$ cat config.mk
export PLATFORM = sky130hd
export DESIGN_NAME = axi_rdarbiter
export DESIGN_NICKNAME = d
export VERILOG_FILES = /design/src/rtl/axi_rdarbiter_pkg.sv /design/src/rtl/axi_rdarbiter_rr_pick.sv /design/src/rtl/axi_rdarbiter.sv
export SDC_FILE = /design/constraint.sdc
export NUM_CORES = 1
export LEC_CHECK = 0
export CORE_UTILIZATION = 30
export CTS_CLUSTER_DIAMETER = 80
export DETAILED_ROUTE_END_ITERATION = 7
export GPL_TIMING_DRIVEN = 0
export PLACE_DENSITY = 0.87
export SLEW_MARGIN = 15
export SYNTH_ARGS = -nofsm -noshare
export SYNTH_HDL_FRONTEND = slang
export SYNTH_HIERARCHICAL = 1
export SYNTH_SLANG_ARGS = --single-unit
export TNS_END_PERCENT = 20
$ cat constraint.sdc
create_clock -name S_AXI_ACLK -period 4.17 [get_ports S_AXI_ACLK]
set_clock_uncertainty 0.15 [all_clocks]
set_input_delay 0.834 -clock S_AXI_ACLK [delete_from_list [all_inputs] [get_ports S_AXI_ACLK]]
set_output_delay 0.834 -clock S_AXI_ACLK [all_outputs]
set_load 0.01 [all_outputs]
$ cat src/rtl/axi_rdarbiter_pkg.sv
// Shared types and constants for the AXI read-channel arbiter.
// No logic; state encoding and AXI response codes only.
// Imported by the arbiter top and its testbench.
package axi_rdarbiter_pkg;

  typedef enum logic [1:0] {
    IDLE = 2'b00,
    ADDR = 2'b01,
    DATA = 2'b10
  } state_t;

  localparam logic [1:0] OKAY   = 2'b00;
  localparam logic [1:0] SLVERR = 2'b10;
  localparam logic [1:0] DECERR = 2'b11;

  // Width of the optional beat counter (ARLEN+1 can reach 256).
  localparam int BEAT_W = 9;

endpackage

$ cat src/rtl/axi_rdarbiter_rr_pick.sv
// Round-robin priority pick: first request after the last winner, wrapping modulo NM.
// Latency: purely combinational.
// Backpressure: none; the caller decides when the pick is consumed.
module rr_pick #(
  parameter int NM = 2
) (
  input  logic [NM-1:0]         i_req,
  input  logic [$clog2(NM)-1:0] i_last,
  output logic [NM-1:0]         o_grant,
  output logic [$clog2(NM)-1:0] o_idx,
  output logic                  o_any
);

  localparam int GW = $clog2(NM);

  // Candidate index last+k, reduced modulo NM without a divider.
  logic [GW:0] w_cand;

  // Scan lw+1 .. lw+NM and keep the first asserted request.
  always_comb begin
    o_grant = '0;
    o_idx   = '0;
    o_any   = 1'b0;
    w_cand  = '0;
    for (int k = 1; k <= NM; k++) begin
      w_cand = {1'b0, i_last} + (GW+1)'(k);
      if (w_cand >= (GW+1)'(NM)) begin
        w_cand = w_cand - (GW+1)'(NM);
      end
      if (!o_any && i_req[w_cand[GW-1:0]]) begin
        o_any                     = 1'b1;
        o_idx                     = w_cand[GW-1:0];
        o_grant[w_cand[GW-1:0]]   = 1'b1;
      end
    end
  end

endmodule

$ cat src/rtl/axi_rdarbiter.sv
// Round-robin arbiter sharing one AXI read channel (AR+R) among NM requesters, one burst outstanding.
// Latency: AR accepted in cycle N drives M_AXI_ARVALID in N+1; R passes through combinationally; one IDLE bubble per burst.
// Backpressure: AR held until M_AXI_ARREADY; M_AXI_RREADY follows the granted lane's RREADY. Option macro: AXI_RDARBITER_BEATCHK_EN.
module axi_rdarbiter
  import axi_rdarbiter_pkg::*;
#(
  parameter int NM               = 2,
  parameter int C_AXI_ID_WIDTH   = 2,
  parameter int C_AXI_DATA_WIDTH = 32
) (
  input  logic                           S_AXI_ACLK,
  input  logic                           S_AXI_ARESET,
  input  logic [NM-1:0]                  S_AXI_ARVALID,
  output logic [NM-1:0]                  S_AXI_ARREADY,
  input  logic [NM*C_AXI_ID_WIDTH-1:0]   S_AXI_ARID,
  input  logic [NM*8-1:0]                S_AXI_ARLEN,
  output logic [NM-1:0]                  S_AXI_RVALID,
  input  logic [NM-1:0]                  S_AXI_RREADY,
  output logic [NM*C_AXI_ID_WIDTH-1:0]   S_AXI_RID,
  output logic [NM*C_AXI_DATA_WIDTH-1:0] S_AXI_RDATA,
  output logic [NM-1:0]                  S_AXI_RLAST,
  output logic [NM*2-1:0]                S_AXI_RRESP,
  output logic                           M_AXI_ARVALID,
  input  logic                           M_AXI_ARREADY,
  output logic [C_AXI_ID_WIDTH-1:0]      M_AXI_ARID,
  output logic [7:0]                     M_AXI_ARLEN,
  input  logic                           M_AXI_RVALID,
  output logic                           M_AXI_RREADY,
  input  logic [C_AXI_ID_WIDTH-1:0]      M_AXI_RID,
  input  logic [C_AXI_DATA_WIDTH-1:0]    M_AXI_RDATA,
  input  logic                           M_AXI_RLAST,
  input  logic [1:0]                     M_AXI_RRESP
);

  localparam int IW = C_AXI_ID_WIDTH;
  localparam int GW = $clog2(NM);

  state_t          r_state;
  state_t          w_next;
  logic [GW-1:0]   r_g;
  logic [GW-1:0]   r_lw;
  logic            r_arvalid;
  logic [IW-1:0]   r_arid;
  logic [7:0]      r_arlen;

  logic [NM-1:0]   w_grant;
  logic [GW-1:0]   w_idx;
  logic            w_any;
  logic            w_ar_hs;
  logic            w_r_hs;
  logic            w_last;

  rr_pick #(.NM(NM)) u_pick (
    .i_req   (S_AXI_ARVALID),
    .i_last  (r_lw),
    .o_grant (w_grant),
    .o_idx   (w_idx),
    .o_any   (w_any)
  );

  // Reset gates the accept so no ARREADY leaks out while reset is held.
  assign w_ar_hs       = (r_state == IDLE) && w_any && !S_AXI_ARESET;
  assign S_AXI_ARREADY = w_ar_hs ? w_grant : '0;

  assign M_AXI_ARVALID = r_arvalid;
  assign M_AXI_ARID    = r_arid;
  assign M_AXI_ARLEN   = r_arlen;

  assign M_AXI_RREADY  = (r_state == DATA) && S_AXI_RREADY[r_g];
  assign w_r_hs        = M_AXI_RVALID && M_AXI_RREADY;

  assign S_AXI_RID     = {NM{M_AXI_RID}};
  assign S_AXI_RDATA   = {NM{M_AXI_RDATA}};
  assign S_AXI_RRESP   = {NM{M_AXI_RRESP}};
  assign S_AXI_RLAST   = {NM{w_last}};

  // Route downstream RVALID to the granted lane only, and only during DATA.
  always_comb begin
    S_AXI_RVALID = '0;
    if (r_state == DATA) begin
      S_AXI_RVALID[r_g] = M_AXI_RVALID;
    end
  end

`ifdef AXI_RDARBITER_BEATCHK_EN
  logic [BEAT_W-1:0] r_beats;
  logic              r_rlast_err;

  // Burst end comes from our own beat count, not the slave's RLAST.
  assign w_last = (r_beats == BEAT_W'(1));

  // Beat counter: load ARLEN+1 on accept, count down per R handshake.
  always_ff @(posedge S_AXI_ACLK or posedge S_AXI_ARESET) begin
    if (S_AXI_ARESET) begin
      r_beats <= '0;
    end else if (w_ar_hs) begin
      r_beats <= {1'b0, S_AXI_ARLEN[w_idx*8 +: 8]} + BEAT_W'(1);
    end else if (w_r_hs) begin
      r_beats <= r_beats - BEAT_W'(1);
    end
  end

  // Sticky flag for a slave whose RLAST disagrees with the beat count.
  always_ff @(posedge S_AXI_ACLK or posedge S_AXI_ARESET) begin
    if (S_AXI_ARESET) begin
      r_rlast_err <= 1'b0;
    end else if (w_r_hs && (M_AXI_RLAST != w_last)) begin
      r_rlast_err <= 1'b1;
    end
  end
`else
  assign w_last = M_AXI_RLAST;
`endif

  // State register.
  always_ff @(posedge S_AXI_ACLK or posedge S_AXI_ARESET) begin
    if (S_AXI_ARESET) begin
      r_state <= IDLE;
    end else begin
      r_state <= w_next;
    end
  end

  // Next state: accept -> address phase -> data phase until the last beat handshakes.
  always_comb begin
    w_next = r_state;
    case (r_state)
      IDLE:    if (w_ar_hs)           w_next = ADDR;
      ADDR:    if (M_AXI_ARREADY)     w_next = DATA;
      DATA:    if (w_r_hs && w_last)  w_next = IDLE;
      default:                        w_next = IDLE;
    endcase
  end

  // Grant, last winner and the registered downstream AR payload.
  always_ff @(posedge S_AXI_ACLK or posedge S_AXI_ARESET) begin
    if (S_AXI_ARESET) begin
      r_g       <= '0;
      r_lw      <= GW'(NM-1);
      r_arvalid <= 1'b0;
      r_arid    <= '0;
      r_arlen   <= '0;
    end else begin
      if (w_ar_hs) begin
        r_g       <= w_idx;
        r_arvalid <= 1'b1;
        r_arid    <= S_AXI_ARID[w_idx*IW +: IW];
        r_arlen   <= S_AXI_ARLEN[w_idx*8 +: 8];
      end
      if ((r_state == ADDR) && M_AXI_ARREADY) begin
        r_arvalid <= 1'b0;
      end
      if ((r_state == DATA) && w_r_hs && w_last) begin
        r_lw <= r_g;
      end
    end
  end

endmodule

==> results.sh <==
export IMPL_p_leak_nw=1.20
export IMPL_gp_congestion=0.804
export IMPL_cts_tree="done"
export IMPL_synth_distinct_cells=26
export IMPL_routed_top_layer="met4"
export IMPL_wl_per_cell_um=11.1
export IMPL_seq_power_share=0.298
export IMPL_rr_worst_depth=4
export IMPL_m1WireLength_mm=1.17
export IMPL_holdBufCountCts=0
export IMPL_startpoint_type="primary input"
export IMPL_core_rowCount=24
export IMPL_synthFlopType="dfrtp_1"
export IMPL_worstSetupEndpointType="output pin"
export IMPL_rsz0062_at_grt="false"
export IMPL_die_y_um=69.3
export IMPL_htreeDepth=1
export IMPL_routed_wirelength_mm=3.56
export IMPL_worst_slack_ns=0.597
export IMPL_postCtsSetupRepairBufs=0
export IMPL_switching_share=0.336
export IMPL_synth_area_sq_mm=0.00136
export IMPL_rr_startpoint="r_lw$_DFFE_PP1P_"
export IMPL_seq_area_frac_synth=0.277
export IMPL_clk_pin_slew_worst_paths_ns=0.06
export IMPL_cts_buffers=3
export IMPL_hold_viol_final=0
export IMPL_post_dp_hpwl_mm=3.11
export IMPL_nNetsFinal=336
export IMPL_worst_ep_required_time_ns=3.19
export IMPL_min_period_ns=3.57
export IMPL_ir_drop_mv=0.194
export IMPL_grt_first_pass_wirelength_mm=5.70
export IMPL_setup_tns_final_ns=0
export IMPL_drt_initial_drc_count=23
export IMPL_cts_resized=0
export IMPL_cts_num_sinks=15
export IMPL_die_w_um=69.3
export IMPL_clockBufferDepth=2
export IMPL_area_growth_pct=95.0
export IMPL_antenna_found_initial=0
export IMPL_status="finished, final reports clean"
export IMPL_cp_arrival_ns=2.59
export IMPL_r2r_slack_ns=2.54
export IMPL_grt_max_degree=16
export IMPL_drcViolationCount=0
export IMPL_async_flop_share=1.00
export IMPL_combPwrFrac=0.574
export IMPL_cts_root_buf="clkbuf_8"
export IMPL_max_freq_ghz=0.280
export IMPL_synth_edf_count=0
export IMPL_critPathCapture="S_AXI_ARREADY[0]"
export IMPL_maxSlewViolCount=0
export IMPL_io_pins=155
export IMPL_start_util=0.312
export IMPL_met2_length_mm=2.03
export IMPL_cp_startpoint="S_AXI_ARVALID[1]"
export IMPL_syn_inst=148
export IMPL_vias=1308
export IMPL_clk_latency_ns=0.25
export IMPL_slew_headroom=0.615
export IMPL_post_place_ws_ns=0.601
export IMPL_grt_pass1_vias=1220
export IMPL_worst_hold_path_type="reg2reg"
export IMPL_postSynthAreaPerCell_sq_um=9.19
export IMPL_grt_use_total=0.146
export IMPL_p_int_w=0.000607
export IMPL_dr_wl_met3_um=337
export IMPL_firstDrtPassIters=4
export IMPL_final_common_cell="clkdlybuf4s50_1"
export IMPL_coreArea_sq_mm=0.00435
export IMPL_power_density_mw_per_mm2=345
export IMPL_syn_nets=213
export IMPL_clockPowerShare=0.129
export IMPL_vias_per_cell=4.06
export IMPL_drv_cap=0
export IMPL_gr_total_overflow=0
export IMPL_worstReg2RegEnd="M_AXI_ARLEN[1]$_DFFE_PP0P_"
export IMPL_drive_gt1_frac=0.352
export IMPL_portBuffers=118
export IMPL_n_antenna_cell=0
export IMPL_finalSetupViolations=0
export IMPL_final_cell_mix="118 x clkdlybuf4s50_1, 75 x buf_4, 14 x dfrtp_1"
export IMPL_worstMarginPinSlew_ns=0.577
export IMPL_post_route_period_util=0.857
export IMPL_ant_nets=0
export IMPL_synth_yosys_warnings=6
export IMPL_die_area_sq_mm=0.00481
export IMPL_path_class="in2out"
export IMPL_cp_max_fo=7
export IMPL_yosys_register_bits=15
export IMPL_p_sw_w=0.000307
## power groups by stage
stage               Sequential [W]  Clock (W)  Combinational, W
CTS                       0.000274   0.000122          0.000531
finish                    0.000272   0.000118          0.000524
floorplan                 0.000292          0          0.000248
global route              0.000287   0.000128          0.000566
detailed placement        0.000276          0          0.000530
global placement          0.000270          0          0.000522
## critical path, stage by stage
cell and delay (ns):
clkdlybuf4s50_1 0.51, or2_1 0.12, nor4b_4 0.37, and2_1 0.21
clkdlybuf4s50_1 0.54
## metal layers
metal / GRT usage / up-vias
met5: 0 / -
met2: 0.290 / 74
met4: 0.0454 / 0
li1: - / 643
met1: 0.137 / 589
met3: 0.0509 / 2
## final cells by class
cell class                      instances  area [sq um]
Tap cell                               52          65.1
Fill cell                             391          1700
Multi-Input combinational cell         54           397
Buffer                                 77           579
Clock buffer                            3          41.3
Clock inverter                          1          5.00
Sequential cell                        15           377
Inverter                                2          7.51
Timing Repair Buffer                  118          1180
## cells by family (layout without fill, tap and decap cells)
| group | after synthesis | after routing | share of synthesized area |
|---|---|---|---|
| flip-flops | 15 | 15 | 0.277 |
| AO/OA/AOI/OAI | 15 | 15 | 0.0874 |
| multiplexers | 13 | 13 | 0.0975 |
| buffers and inverters | 79 | 201 | 0.431 |
| AND/OR/NAND/NOR | 26 | 26 | 0.107 |
## cell usage after synthesis, types with 2 or more instances
library cell / number / area share
buf_4: 75 / 0.41
dfrtp_1: 14 / 0.26
mux2_2: 2 / 0.017
mux2i_1: 11 / 0.081
a21boi_0: 2 / 0.011
and2_1: 2 / 0.0092
nand2_1: 3 / 0.0083
a21oi_2: 9 / 0.058
nor2_1: 12 / 0.033
inv_1: 2 / 0.0055
## worst min-delay path by stage
stage / from / endpoint / slack [ns] / cells past startpoint
floorplan: M_AXI_ARVALID$_DFFE_PP0P_ / M_AXI_ARVALID$_DFFE_PP0P_ / 0.38 / 1
global placement: M_AXI_ARVALID$_DFFE_PP0P_ / M_AXI_ARVALID$_DFFE_PP0P_ / 0.33 / 1
detailed placement: M_AXI_ARVALID$_DFFE_PP0P_ / M_AXI_ARVALID$_DFFE_PP0P_ / 0.35 / 1
CTS: M_AXI_ARVALID$_DFFE_PP0P_ / M_AXI_ARVALID$_DFFE_PP0P_ / 0.36 / 1
global route: M_AXI_ARVALID$_DFFE_PP0P_ / M_AXI_ARVALID$_DFFE_PP0P_ / 0.38 / 1
finish: M_AXI_ARVALID$_DFFE_PP0P_ / M_AXI_ARVALID$_DFFE_PP0P_ / 0.35 / 1
## stage by stage
stage | cell area, sq um | total power, W | util | hold slack, ns | instances
floorplan | 1360 | 0.000540 | - | 0.380 | 148
global placement | 2610 | 0.000793 | 0.599 | 0.329 | 318
detailed placement | 2610 | 0.000806 | 0.599 | 0.345 | 318
CTS | 2650 | 0.000927 | 0.609 | 0.359 | 322
global route | 2650 | 0.000980 | 0.609 | 0.378 | 322
finish | 2650 | 0.000914 | 0.609 | 0.352 | 322
## state kept, by name, summed over array words and instances, names as in the netlist
signal,flops
r_lw,1
r_g,1
r_state,2
M_AXI_ARID,2
M_AXI_ARLEN,8
M_AXI_ARVALID,1
Note: power is estimated with default switching activity, not from simulation.
